===== config.mk =====
export PLATFORM = sky130hd
export DESIGN_NAME = clock_div_meter_flat
export DESIGN_NICKNAME = d
export VERILOG_FILES = /design/src/rtl/clock_div_meter_pkg.sv /design/src/rtl/clock_div_meter_if.sv /design/src/rtl/sync_edge_detect.sv /design/src/rtl/clock_div_meter.sv /design/src/flat_wrapper.sv
export SDC_FILE = /design/constraint.sdc
export NUM_CORES = 1
export LEC_CHECK = 0
export CAP_MARGIN = 20
export CORE_UTILIZATION = 36
export CTS_CLUSTER_DIAMETER = 200
export DETAILED_ROUTE_END_ITERATION = 12
export SYNTH_ARGS = -nofsm -noshare
export SYNTH_HDL_FRONTEND = slang
export SYNTH_SLANG_ARGS = --single-unit

===== constraint.sdc =====
create_clock -name clk_ref -period 2.5 [get_ports clk_ref]
set_input_delay 0.5 -clock clk_ref [delete_from_list [all_inputs] [get_ports clk_ref]]
set_output_delay 0.5 -clock clk_ref [all_outputs]
set_load 0.005 [all_outputs]

===== src/rtl/clock_div_meter_pkg.sv =====
// Shared types and defaults for the clock division meter.
package clock_div_meter_pkg;

  localparam int unsigned DefaultWidth     = 32;
  localparam int unsigned DefaultTimeout   = 1000000;
  localparam int unsigned DefaultLockCount = 4;

  typedef enum logic [1:0] {
    StIdle,
    StArm,
    StMeasure
  } state_e;

  // Bits needed to hold a match count of 0..lock_count.
  function automatic int unsigned match_width(input int unsigned lock_count);
    return $clog2(lock_count + 1);
  endfunction

endpackage


===== src/rtl/clock_div_meter_if.sv =====
// Measurement-side signal bundle for clock_div_meter.
// div_min/div_max exist only when CLKDIV_METER_MINMAX_EN is defined.
interface clock_div_meter_if
  import clock_div_meter_pkg::*;
#(
  parameter int unsigned WIDTH = DefaultWidth
) ();

  logic             clk_in;
  logic             enable;
  logic [WIDTH-1:0] div_fact;
  logic             meas_valid;
  logic             locked;
  logic             timeout;
`ifdef CLKDIV_METER_MINMAX_EN
  logic [WIDTH-1:0] div_min;
  logic [WIDTH-1:0] div_max;
`endif

  modport master (
    output clk_in, enable,
    input  div_fact, meas_valid, locked, timeout
`ifdef CLKDIV_METER_MINMAX_EN
    , input div_min, div_max
`endif
  );

  modport slave (
    input  clk_in, enable,
    output div_fact, meas_valid, locked, timeout
`ifdef CLKDIV_METER_MINMAX_EN
    , output div_min, div_max
`endif
  );

endinterface


===== src/rtl/sync_edge_detect.sv =====
// Three-flop synchronizer with a both-edges pulse on the synchronized input.
// The pulse port is edge_det because "edge" is a reserved word.
module sync_edge_detect (
  input  logic clk_ref,
  input  logic rst,
  input  logic d,
  output logic edge_det
);

  logic sync1_q, sync2_q, sync3_q;

  always_ff @(posedge clk_ref) begin
    if (rst) begin
      sync1_q <= 1'b0;
      sync2_q <= 1'b0;
      sync3_q <= 1'b0;
    end else begin
      sync1_q <= d;
      sync2_q <= sync1_q;
      sync3_q <= sync2_q;
    end
  end

  assign edge_det = sync2_q ^ sync3_q;

endmodule


===== src/rtl/clock_div_meter.sv =====
// Measures clk_in half-period in clk_ref cycles, with lock and loss detection.
// Define CLKDIV_METER_MINMAX_EN to add div_min/div_max tracking.
module clock_div_meter
  import clock_div_meter_pkg::*;
#(
  parameter int unsigned WIDTH      = DefaultWidth,
  parameter int unsigned TIMEOUT    = DefaultTimeout,
  parameter int unsigned LOCK_COUNT = DefaultLockCount
) (
  input logic              clk_ref,
  input logic              rst,
  clock_div_meter_if.slave bus
);

  localparam int unsigned      MatchW   = match_width(LOCK_COUNT);
  localparam logic [WIDTH-1:0] TimeoutW = WIDTH'(TIMEOUT);
  localparam logic [MatchW-1:0] LockW   = MatchW'(LOCK_COUNT);

  state_e            state_q;
  logic [WIDTH-1:0]  cnt_q, cnt_next;
  logic [MatchW-1:0] match_q, match_next;
  logic [WIDTH-1:0]  div_fact_q;
  logic              meas_valid_q, locked_q, timeout_q;
  logic              clk_edge, cnt_sat;
`ifdef CLKDIV_METER_MINMAX_EN
  logic [WIDTH-1:0]  div_min_q, div_max_q;
`endif

  sync_edge_detect u_sync_edge_detect (
    .clk_ref  (clk_ref),
    .rst      (rst),
    .d        (bus.clk_in),
    .edge_det (clk_edge)
  );

  always_comb begin
    cnt_sat  = (cnt_q == TimeoutW);
    cnt_next = cnt_q;
    if (clk_edge) begin
      cnt_next = WIDTH'(1);
    end else if (!cnt_sat) begin
      cnt_next = cnt_q + WIDTH'(1);
    end
    match_next = MatchW'(1);
    if (cnt_q == div_fact_q) begin
      match_next = (match_q == LockW) ? match_q : match_q + MatchW'(1);
    end
  end

  always_ff @(posedge clk_ref) begin
    if (rst) begin
      state_q      <= StIdle;
      cnt_q        <= '0;
      match_q      <= '0;
      div_fact_q   <= '0;
      meas_valid_q <= 1'b0;
      locked_q     <= 1'b0;
      timeout_q    <= 1'b0;
`ifdef CLKDIV_METER_MINMAX_EN
      div_min_q    <= '1;
      div_max_q    <= '0;
`endif
    end else begin
      meas_valid_q <= 1'b0;
      // Dropping enable beats any coincident edge; div_fact is kept.
      if (!bus.enable) begin
        state_q   <= StIdle;
        cnt_q     <= '0;
        match_q   <= '0;
        locked_q  <= 1'b0;
        timeout_q <= 1'b0;
      end else begin
        case (state_q)
          StIdle: begin
            state_q <= StArm;
            cnt_q   <= '0;
`ifdef CLKDIV_METER_MINMAX_EN
            div_min_q <= '1;
            div_max_q <= '0;
`endif
          end
          StArm: begin
            cnt_q <= cnt_next;
            if (clk_edge) begin
              state_q   <= StMeasure;
              timeout_q <= 1'b0;
            end else if (cnt_sat) begin
              timeout_q <= 1'b1;
            end
          end
          StMeasure: begin
            cnt_q <= cnt_next;
            // An edge landing on a saturated count is still a measurement.
            if (clk_edge) begin
              div_fact_q   <= cnt_q;
              meas_valid_q <= 1'b1;
              match_q      <= match_next;
              locked_q     <= (match_next == LockW);
`ifdef CLKDIV_METER_MINMAX_EN
              if (cnt_q < div_min_q) div_min_q <= cnt_q;
              if (cnt_q > div_max_q) div_max_q <= cnt_q;
`endif
            end else if (cnt_sat) begin
              state_q   <= StArm;
              timeout_q <= 1'b1;
              locked_q  <= 1'b0;
              match_q   <= '0;
            end
          end
          default: state_q <= StIdle;
        endcase
      end
    end
  end

  assign bus.div_fact   = div_fact_q;
  assign bus.meas_valid = meas_valid_q;
  assign bus.locked     = locked_q;
  assign bus.timeout    = timeout_q;
`ifdef CLKDIV_METER_MINMAX_EN
  assign bus.div_min    = div_min_q;
  assign bus.div_max    = div_max_q;
`endif

endmodule


===== src/flat_wrapper.sv =====
// flat-port wrapper written by rule: the top's interface ports become plain ports
module clock_div_meter_flat import clock_div_meter_pkg::*;
#(
  parameter int unsigned WIDTH      = DefaultWidth,
  parameter int unsigned TIMEOUT    = DefaultTimeout,
  parameter int unsigned LOCK_COUNT = DefaultLockCount
)
  (clk_ref, rst, bus_clk_in, bus_enable, bus_div_fact, bus_meas_valid, bus_locked, bus_timeout);
  clock_div_meter_if #(.WIDTH(WIDTH)) bus_i ();
  input logic clk_ref;
  input logic rst;
  input wire logic [$bits(bus_i.clk_in)-1:0] bus_clk_in;
  input wire logic [$bits(bus_i.enable)-1:0] bus_enable;
  output wire logic [$bits(bus_i.div_fact)-1:0] bus_div_fact;
  output wire logic [$bits(bus_i.meas_valid)-1:0] bus_meas_valid;
  output wire logic [$bits(bus_i.locked)-1:0] bus_locked;
  output wire logic [$bits(bus_i.timeout)-1:0] bus_timeout;
  assign bus_i.clk_in = bus_clk_in;
  assign bus_i.enable = bus_enable;
  assign bus_div_fact = bus_i.div_fact;
  assign bus_meas_valid = bus_i.meas_valid;
  assign bus_locked = bus_i.locked;
  assign bus_timeout = bus_i.timeout;
  clock_div_meter #(.WIDTH(WIDTH), .TIMEOUT(TIMEOUT), .LOCK_COUNT(LOCK_COUNT)) u_core (.clk_ref(clk_ref), .rst(rst), .bus(bus_i));
endmodule

==> summary.txt <==
filler cell count = 1052
synthesis-stage register bit count = 75
I/O Buffers = 38
HP Start = u_core.u_sync_edge_detect.sync1_q$_SDFF_PP0_
syn avg cell area = 7.98 sq um
DR DRC count = 0
GRT Util Overall = 0.186
maximum clock rate = 447 MHz
Post-synth EDFFs = 0
Critical R2R Capture = u_core.cnt_q[31]$_SDFFE_PP0P_
CP arrival = 2520 ps
Pwr Density = 500 mW/mm^2
syn nets = 473
Crit path required time = 2780 ps
Final Max Tran Viols = 0
crit path launch type = flop
area of the die = 0.0106 sq mm
sequential area share after synthesis = 0.408
status = finished, final reports clean
# IOs = 39
minimum clock period = 2240 ps
TritonCTS clock tree = yes
first-pass GRT wire length = 15100 um
LEAKAGE = 1.34 nW
Hold Crit Class = flop to flop
Slew @ Worst Pin = 490 ps
Distinct cells, synth = 41
async set-reset flop share out of synthesis = 0
Post-Synthesis Cells = 461
RSZ-0062 raised after global routing = no
commonest non-fill, non-tap cell in the layout = nand2_1
Reg2Reg Depth = 5
maximum number of pins on one net before global-route repair = 33
fin crit share = 0.895
post-CTS sizing = 0
DP HPWL = 6570 um
hold_ws = 449 ps
area added between synthesis and finish = 20.2%
routed length per placed instance = 14.5 um
Clock Tree Root = clkbuf_8
CTS Sinks = 75
post-CTS setup buffers = 0
H-tree lvl count = 3
final core occ = 0.450
DR vias = 3283
Hold Path Depth = 1
Clock Path Buffers = 2
WHS Endpoint = u_core.u_sync_edge_detect.sync2_q$_SDFF_PP0_
Layout Skew = 9.69 ps
top post-synthesis cells by area = dfxtp_1 41%, xnor2_1 11%, nand2_1 8.5%
initial antenna violation count = 0
Final Non-Filler Cells = 630
synthesized cell area = 0.00368 sq mm
worst rel slew slack = 0.668
drt initial violations = 157
layout cell share with drive strength beyond 1 = 0.0785
n_diodes = 0
Routed Antenna Nets = 0
Inserted Clock Buffers = 9
clk slew on worst S/H paths = 80 ps
Initial Util = 0.375
first-pass iteration count of the detailed router = 7
vias in the first global route = 3061
worst reg-to-reg setup slack = 260 ps
Yosys top cell area share = 0.408
# hold bufs at CTS = 0
gr ovfl total = 0
Max IR drop VDD = 0.202 mV
Top FF cell, synth = dfxtp_1
nets = 504
die width = 103 um
worst-path fanout max = 9
Max-Cap Viols = 0
most frequent cells in the layout = 83 x nand2_1, 75 x dfxtp_1, 48 x xnor2_1
FP Rows = 36
DIE HEIGHT = 103 um
Core ar. = 0.00982 sq mm
Vias/cell = 5.21
worst r2r src = u_core.state_q[0]$_SDFFE_PP0P_
Worst setup EP type = flop
Routed WL = 9120 um
Final GP Congestion = 0.868
Final setup viols = 0
Total Neg Setup Slack = 0 ps
Worst-Skew Late Latency = 340 ps
Power Total = 2.21 mW
leading area contributor after synthesis = dfxtp_1
Hold Vio Cnt, Final = 0
Yosys warning count = 0
dpl cells = 614
Crit Path Class = flop to flop
-- power breakdown --
group | internal (mW) | leakage [nW] | total [mW] | switching, mW
sequential | 1.20 | 0.605 | 1.20 | 0.00339
clock | 0.488 | 0.102 | 0.946 | 0.458
combinational | 0.0242 | 0.631 | 0.0636 | 0.0394
total | 1.71 | 1.34 | 2.21 | 0.501
-- Yosys cell counts (all sizes together), types with 2 or more instances --
master and count:
a211oi 4, a21oi 44, a31oi 3, and2 2, and3 3, and4 4, buf 6, clkbuf 29
dfxtp 75, ha 8, inv 14, nand2 83, nand3 9, nand3b 2, nand4 20, nor2 30
nor2b 4, nor3 10, nor3b 2, nor4 11, nor4b 3, o211ai 4, o21a 2, o21ai 13
o31ai 2, or3 6, or4 5, xnor2 48, xor2 5
-- per-layer routing --
layer	GRT usage	wire length (um)	part of all wire	vias to the layer above
li1	-	-	-	1645
met1	0.253	4400	0.48	1542
met2	0.297	4190	0.46	86
met3	0.0393	406	0.045	10
met4	0.0553	115	0.013	0
met5	0	0	0	-
-- area by class of cell --
| cell class | count | area (sq um) | area share |
|---|---|---|---|
| timing repair buffer | 55 | 508 | 0.115 |
| clock inverter | 6 | 65.1 | 0.0147 |
| inverter | 14 | 52.6 | 0.0119 |
| clock buffer | 10 | 138 | 0.0311 |
| multi-input combinational | 337 | 1990 | 0.450 |
| tap | 133 | 166 | 0.0376 |
| sequential | 75 | 1500 | 0.340 |
-- per-stage QoR --
stage          setup WS, ps  instance area (sq um)
2_1_floorplan           432                   3680
3_3_place_gp            348                   4220
3_5_place_dp            302                   4220
4_1_cts                 286                   4420
5_1_grt                 179                   4420
6_report                263                   4420
-- cell families after synthesis --
group                    count (synthesis)  share of synthesized area
adder cells (fa/ha/maj)                  8                     0.0272
buffers and inverters                   49                     0.0520
multiplexers                             2                    0.00578
flip-flops                              75                      0.408
AO/OA/AOI/OAI                           76                      0.117
XOR/XNOR                                53                      0.126
AND/OR/NAND/NOR                        198                      0.264
-- critical path, cell delays in order, from the launching register on --
cell and delay (ps):
dfxtp_1 340, ha_1 300, or4_4 510, or3_1 500
or3_1 380, a21oi_1 130
-- sequential cells by signal, summed over array words and instances (netlist names) --
| signal | flops |
|---|---|
| u_core.match_q | 3 |
| u_core.cnt_q | 32 |
| u_core.bus.timeout | 1 |
| u_core.u_sync_edge_detect.sync3_q | 1 |
| u_core.bus.locked | 1 |
| u_core.state_q | 2 |
| u_core.bus.div_fact | 32 |
| u_core.u_sync_edge_detect.sync2_q | 1 |
| u_core.u_sync_edge_detect.sync1_q | 1 |
| u_core.bus.meas_valid | 1 |
-- how the worst max path moves through the flow --
stage	from	end	depth (start not counted)
after floorplan	u_core.state_q[0]$_SDFFE_PP0P_	u_core.cnt_q[31]$_SDFFE_PP0P_	6
after global placement	u_core.state_q[0]$_SDFFE_PP0P_	u_core.cnt_q[31]$_SDFFE_PP0P_	5
after detailed placement	u_core.state_q[0]$_SDFFE_PP0P_	u_core.cnt_q[31]$_SDFFE_PP0P_	5
after CTS	u_core.state_q[0]$_SDFFE_PP0P_	u_core.cnt_q[31]$_SDFFE_PP0P_	5
after global routing	u_core.cnt_q[1]$_SDFFE_PP0P_	u_core.cnt_q[0]$_SDFFE_PP0P_	8
final	u_core.state_q[0]$_SDFFE_PP0P_	u_core.cnt_q[31]$_SDFFE_PP0P_	5
No activity file was read; power rests on OpenSTA's default activity.
